[src/rtl/lbist_pkg.sv]
// Shared LBIST definitions: FSM state encoding, default MISR constants and the
// pattern counter width used by both the pattern generator and the analyzer.
package lbist_pkg;

  localparam int unsigned LBIST_W = 8;
  localparam int unsigned CNT_W   = 16;

  localparam logic [LBIST_W-1:0] LBIST_POLY = 8'hB8;
  localparam logic [LBIST_W-1:0] LBIST_SEED = 8'h00;

  typedef enum logic [1:0] {
    ST_IDLE  = 2'd0,
    ST_RUN   = 2'd1,
    ST_CHECK = 2'd2,
    ST_DONE  = 2'd3
  } ora_state_e;

endpackage

[src/rtl/lbist_misr.sv]
// Multiple-input signature register: shift left with tap-mask parity feedback,
// XOR in the response word. Load has priority over the update.
module lbist_misr
  import lbist_pkg::*;
#(
  parameter int unsigned       WIDTH   = LBIST_W,
  parameter logic [WIDTH-1:0] POLY    = WIDTH'(LBIST_POLY),
  parameter logic [WIDTH-1:0] RST_VAL = WIDTH'(LBIST_SEED)
) (
  input  logic             clk,
  input  logic             rst,
  input  logic             load,
  input  logic [WIDTH-1:0] seed,
  input  logic             en,
  input  logic [WIDTH-1:0] din,
  output logic [WIDTH-1:0] q
);

  logic [WIDTH-1:0] q_q;
  logic [WIDTH-1:0] q_d;
  logic             fb_c;

  assign fb_c = ^(q_q & POLY);

  always_comb begin
    q_d = q_q;
    if (load) begin
      q_d = seed;
    end else if (en) begin
      q_d = {q_q[WIDTH-2:0], fb_c} ^ din;
    end
  end

  always_ff @(posedge clk or posedge rst) begin
    if (rst) begin
      q_q <= RST_VAL;
    end else begin
      q_q <= q_d;
    end
  end

  assign q = q_q;

endmodule

[src/rtl/lbist_ora.sv]
// LBIST output response analyzer: compacts NUM_PATTERNS accepted CUT responses
// into a MISR, then compares the final signature against GOLDEN.
module lbist_ora
  import lbist_pkg::*;
#(
  parameter int unsigned       WIDTH        = LBIST_W,
  parameter logic [WIDTH-1:0] POLY         = WIDTH'(LBIST_POLY),
  parameter logic [WIDTH-1:0] SEED         = WIDTH'(LBIST_SEED),
  parameter int unsigned       NUM_PATTERNS = 255,
  parameter logic [WIDTH-1:0] GOLDEN       = '0
) (
  input  logic             clk,
  input  logic             rst,
  input  logic             start,
  input  logic             resp_valid,
  input  logic [WIDTH-1:0] resp,
  output logic             busy,
  output logic             done,
  output logic             pass,
  output logic [WIDTH-1:0] signature,
  output logic [CNT_W-1:0] pat_count
);

  localparam logic [CNT_W-1:0] LAST_CNT = CNT_W'(NUM_PATTERNS - 1);

  ora_state_e       state_q, state_d;
  logic [CNT_W-1:0] cnt_q, cnt_d;
  logic             busy_q, busy_d;
  logic             done_q, done_d;
  logic             pass_q, pass_d;
  logic             misr_load_c;
  logic             misr_en_c;
  logic [WIDTH-1:0] misr_q;

  lbist_misr #(
    .WIDTH   (WIDTH),
    .POLY    (POLY),
    .RST_VAL (SEED)
  ) u_misr (
    .clk  (clk),
    .rst  (rst),
    .load (misr_load_c),
    .seed (SEED),
    .en   (misr_en_c),
    .din  (resp),
    .q    (misr_q)
  );

  // done is set from the DONE state itself, so it rises one edge after CHECK.
  always_comb begin
    state_d     = state_q;
    cnt_d       = cnt_q;
    done_d      = done_q;
    pass_d      = pass_q;
    misr_load_c = 1'b0;
    misr_en_c   = 1'b0;

    case (state_q)
      ST_IDLE: begin
        if (start) begin
          misr_load_c = 1'b1;
          cnt_d       = '0;
          done_d      = 1'b0;
          pass_d      = 1'b0;
          state_d     = ST_RUN;
        end
      end
      ST_RUN: begin
        done_d = 1'b0;
        if (resp_valid) begin
          misr_en_c = 1'b1;
          cnt_d     = cnt_q + CNT_W'(1);
          if (cnt_q == LAST_CNT) begin
            state_d = ST_CHECK;
          end
        end
      end
      ST_CHECK: begin
        done_d  = 1'b0;
        pass_d  = (misr_q == GOLDEN);
        state_d = ST_DONE;
      end
      ST_DONE: begin
        if (start) begin
          misr_load_c = 1'b1;
          cnt_d       = '0;
          done_d      = 1'b0;
          pass_d      = 1'b0;
          state_d     = ST_RUN;
        end else begin
          done_d = 1'b1;
        end
      end
      default: begin
        state_d = ST_IDLE;
      end
    endcase

    busy_d = (state_d == ST_RUN) || (state_d == ST_CHECK);
  end

  always_ff @(posedge clk or posedge rst) begin
    if (rst) begin
      state_q <= ST_IDLE;
      cnt_q   <= '0;
      busy_q  <= 1'b0;
      done_q  <= 1'b0;
      pass_q  <= 1'b0;
    end else begin
      state_q <= state_d;
      cnt_q   <= cnt_d;
      busy_q  <= busy_d;
      done_q  <= done_d;
      pass_q  <= pass_d;
    end
  end

  assign busy      = busy_q;
  assign done      = done_q;
  assign pass      = pass_q;
  assign signature = misr_q;
  assign pat_count = cnt_q;

endmodule

[config.mk]
export PLATFORM = sky130hd
export DESIGN_NAME = lbist_ora
export DESIGN_NICKNAME = d
export VERILOG_FILES = /design/src/rtl/lbist_pkg.sv /design/src/rtl/lbist_misr.sv /design/src/rtl/lbist_ora.sv
export SDC_FILE = /design/constraint.sdc
export NUM_CORES = 1
export LEC_CHECK = 0
export ABC_AREA = 1
export ABC_CLOCK_PERIOD_IN_PS = 4200
export BUFFER_PORTS_ARGS = -buffer_cell sky130_fd_sc_hd__clkbuf_2
export CORE_MARGIN = 2
export CORE_UTILIZATION = 35
export CTS_CLUSTER_SIZE = 14
export DETAILED_ROUTE_END_ITERATION = 16
export SETUP_SLACK_MARGIN = 0.02
export SLEW_MARGIN = 0
export SYNTH_ARGS = -nofsm -noshare
export SYNTH_HDL_FRONTEND = slang
export SYNTH_SLANG_ARGS = --single-unit
[constraint.sdc]
create_clock -name clk -period 4.2 [get_ports clk]
set_clock_uncertainty 0.05 [all_clocks]
set_input_delay 0 -clock clk [delete_from_list [all_inputs] [get_ports clk]]
set_output_delay 0 -clock clk [all_outputs]
set_load 0.1 [all_outputs]
==> summary.md <==
| Metric | Value |
|---|---|
| Antenna diodes | 0 |
| Starting Density | 36.86% |
| First-pass GRT wire length | 6768 um |
| Final setup violation count | 0 |
| Cell family with most CP delay | simple AND/OR/NAND/NOR gates |
| Leakage Power | 0.001063 uW |
| Fin crit period | 1.975 ns |
| Fin nets | 301 |
| Part of the power in combinational logic | 61.3% |
| Hold_ws | 0.07087 ns |
| Commonest non-fill, non-tap cell in the layout | nand2_1 |
| Outcome | finished clean |
| Cell chain of the critical path | inv_1 -> ha_1 -> nor2_4 -> nor2_8 -> nand2_1 -> o21ai_0 -> a21oi_1 |
| Total Wirelength | 4025 um |
| Die Span Y | 75.23 um |
| Clock buffer depth | 2 |
| Number of library cell types mapped by synthesis | 26 |
| Row Count | 25 |
| Worst slew pin tran | 0.5512 ns |
| R2r setup slk | 2.22 ns |
| Crit path from | state_q[0] |
| Die width | 75.23 um |
| Hold Path Class | input port to flip-flop |
| Post-synthesis average cell area | 7.821 um^2 |
| Drt wl/cell | 11.57 um |
| Area fraction of the dominant cell type after synthesis | 40.87% |
| Routed via count | 1,619 |
| WP data required | 4.35 ns |
| Fmax | 506.3 MHz |
| Vias per cell | 4.652 |
| Vias in the first global route | 1,532 |
| Critical Path Sink Type | flip-flop |
| Initial DRT Pass Iterations | 4 |
| Clk_lat worst skew | 0.28 ns |
| All-Layer GR Usage | 16.08% |
| Die area | 0.005659 mm^2 |
| Worst setup SP type | flip-flop |
| H-tree Lvls | 2 |
| 1st-iter DRT viols | 75 |
| Largest area contributor in the netlist | dfrtp_1 |
| Ys Warns | 0 |
| Drt drc | 0 |
| Power Total | 1718 uW |
| Crit path kind | flip-flop to flip-flop |
| Number of fill cells | 507 |
| GP Congestion | 0.8045 |
| Peak supply drop | 0.5044 mV |
| Final Cell Area | 0.002222 mm^2 |
| Ratio of cells with drive above 1 in the final layout | 21.00% |
| I/O pin cnt | 39 |
| Hold Path Depth | 4 |
| Final slew viol count | 0 |
| Setup ws final | 2.225 ns |
| Worst setup path endpoint | pat_count[5] |
| Clock share of power | 13.5% |
| Final hold viol count | 0 |
| # resized after CTS | 0 |
| TritonCTS clock tree | done |
| Critical path's largest stage delay | 0.45 ns |
| Setup tns final | 0 ns |
| Worst R2R End | pat_count[5] |
| Layout area overhead | 25.16% |
| FF+latch count, synth | 29 |
| HPWL after DPL | 3064 um |
| Sink Count | 29 |
| Crit path depth | 7 |
| RR Startpoint | state_q[0] |
| Commonest non-fill, non-tap cells in the layout | 53 x nand2_1, 38 x clkbuf_2, 29 x dfrtp_1 |
| Slew Limit Headroom | 63.41% |
| CP bufs+invs | 1 |
| Post-Syn Nets | 247 |
| Net Switching | 989.4 uW |
| Hold-fix buffers at CTS | 9 |
| Core Region | 0.004817 mm^2 |
| Root buffer cell | clkbuf_8 |
| Initial antenna violation count | 0 |
| Crit Path Max Fanout | 11 |
| Max-cap violations | 0 |
| Pwr dens | 773.1 mW/mm^2 |
| R2R depth | 7 |
| Sequential fraction of the synthesis area | 40.87% |
| Cell Area, Placed | 0.002046 mm^2 |
| WP data arrival | 2.13 ns |
| Part of the power in registers | 25.2% |
| Final worst path period share | 47.02% |
| Post-CTS setup buffer count | 0 |
| Internal power | 728.5 uW |
| Netlist Area Pre-Place | 0.001775 mm^2 |
| Largest net degree at the start of global routing | 30 |
| Switching share of power | 57.59% |
| Register Area | 725.7 um^2 |
| Remaining Overflow, GRT | 0 |
| Slowest-stage cell, CP | dfrtp_1 |
| RSZ-0062 raised after global routing | no |
| Clock-pin slew on the worst setup and hold paths | 0.06 ns |
| Hold path start | resp[0] |
| Area of the multi-input gates | 940.9 um^2 |
| Post-DRT Antenna Nets | 0 |
| Pre-CTS setup slack | 2.211 ns |
| Mapped Cells | 227 |
| PortBufs | 38 |
| Top post-synthesis cells by area | dfrtp_1 41%, nand2_1 11%, nand3_1 5.9% |
| CTS buffer count | 5 |
==> logic make-up (layout without fill, tap and decap cells) <==
kind of cell	count (synthesis)	count (layout)	share of synthesized area (%)
AO/OA/AOI/OAI	33	33	10.29
buffers and inverters	27	81	6.131
XOR/XNOR	10	10	4.933
AND/OR/NAND/NOR	120	120	32.14
adder cells (fa/ha/maj)	8	8	5.638
flip-flops	29	29	40.87
==> worst min path at each step <==
| stage | slack (ns) | end |
|---|---|---|
| final | 0.07 | u_misr.q[0] |
| after global routing | 0.11 | u_misr.q[0] |
| after CTS | 0.07 | u_misr.q[0] |
| after detailed placement | 0.04 | pat_count[14] |
| after global placement | 0.02 | u_misr.q[6] |
| after floorplan | 0.02 | done |
==> power groups by stage <==
stage | Sequential, uW | Combinational, uW | Clock [uW]
finish | 433 | 1050 | 232
global route | 445 | 1150 | 254
CTS | 433 | 1070 | 241
global placement | 436 | 1040 | 0
detailed placement | 437 | 1060 | 0
floorplan | 849 | 478 | 0
==> sequential cells by signal, summed over array words and instances (netlist names) <==
name,count
pat_count,16
state_q,2
u_misr.q,8
done,1
pass,1
busy,1
==> routing by layer <==
layer | track usage (%) | vias to the layer above | part of all wire, %
met1 | 20.23 | 739 | 46
met2 | 26.71 | 36 | 49
met3 | 4.150 | 4 | 4.1
met4 | 5.848 | 0 | 1.3
met5 | 0 | - | 0
li1 | - | 840 | -
==> cells in the mapped netlist <==
master and instances:
xnor2_1 10, a21oi_1 8, ha_1 8, o22ai_1 2, nand2_4 2, nor4_1 1
nand3_1 21, nor2_8 1, inv_2 1, nor2_4 3, nand4_1 3, nand3_2 2
o31ai_1 2, o21bai_1 3, and3_1 1, nor3_1 2, nand2_2 3, dfrtp_1 29
o21ai_0 13, nor2_2 2, nand2_1 53, o21ai_1 4, a211oi_1 1, inv_1 25
buf_6 1, nor2_1 26
==> metrics by stage <==
step	util (%)	cells
after floorplan	-	227
after global placement	42.47	332
after CTS	46.13	348
after detailed placement	42.47	332
final	46.13	348
after global routing	46.13	348
==> area by class of cell <==
cell class                      instances  share of cell area, %
Timing Repair Buffer                   48                  12.95
Clock buffer                            7                  3.885
Tap cell                               67                  3.773
Sequential cell                        29                  32.66
Multi-Input combinational cell        171                  42.34
Inverter                               26                  4.392
==> worst register-to-register path: cells and delay by family (launching register included) <==
kind	cells	cell delay [ns]
flip-flops	1	0.45
AND/OR/NAND/NOR	3	0.60
adder cells (fa/ha/maj)	1	0.42
AO/OA/AOI/OAI	2	0.29
buffers and inverters	1	0.10
No activity file was read; power rests on OpenSTA's default activity.
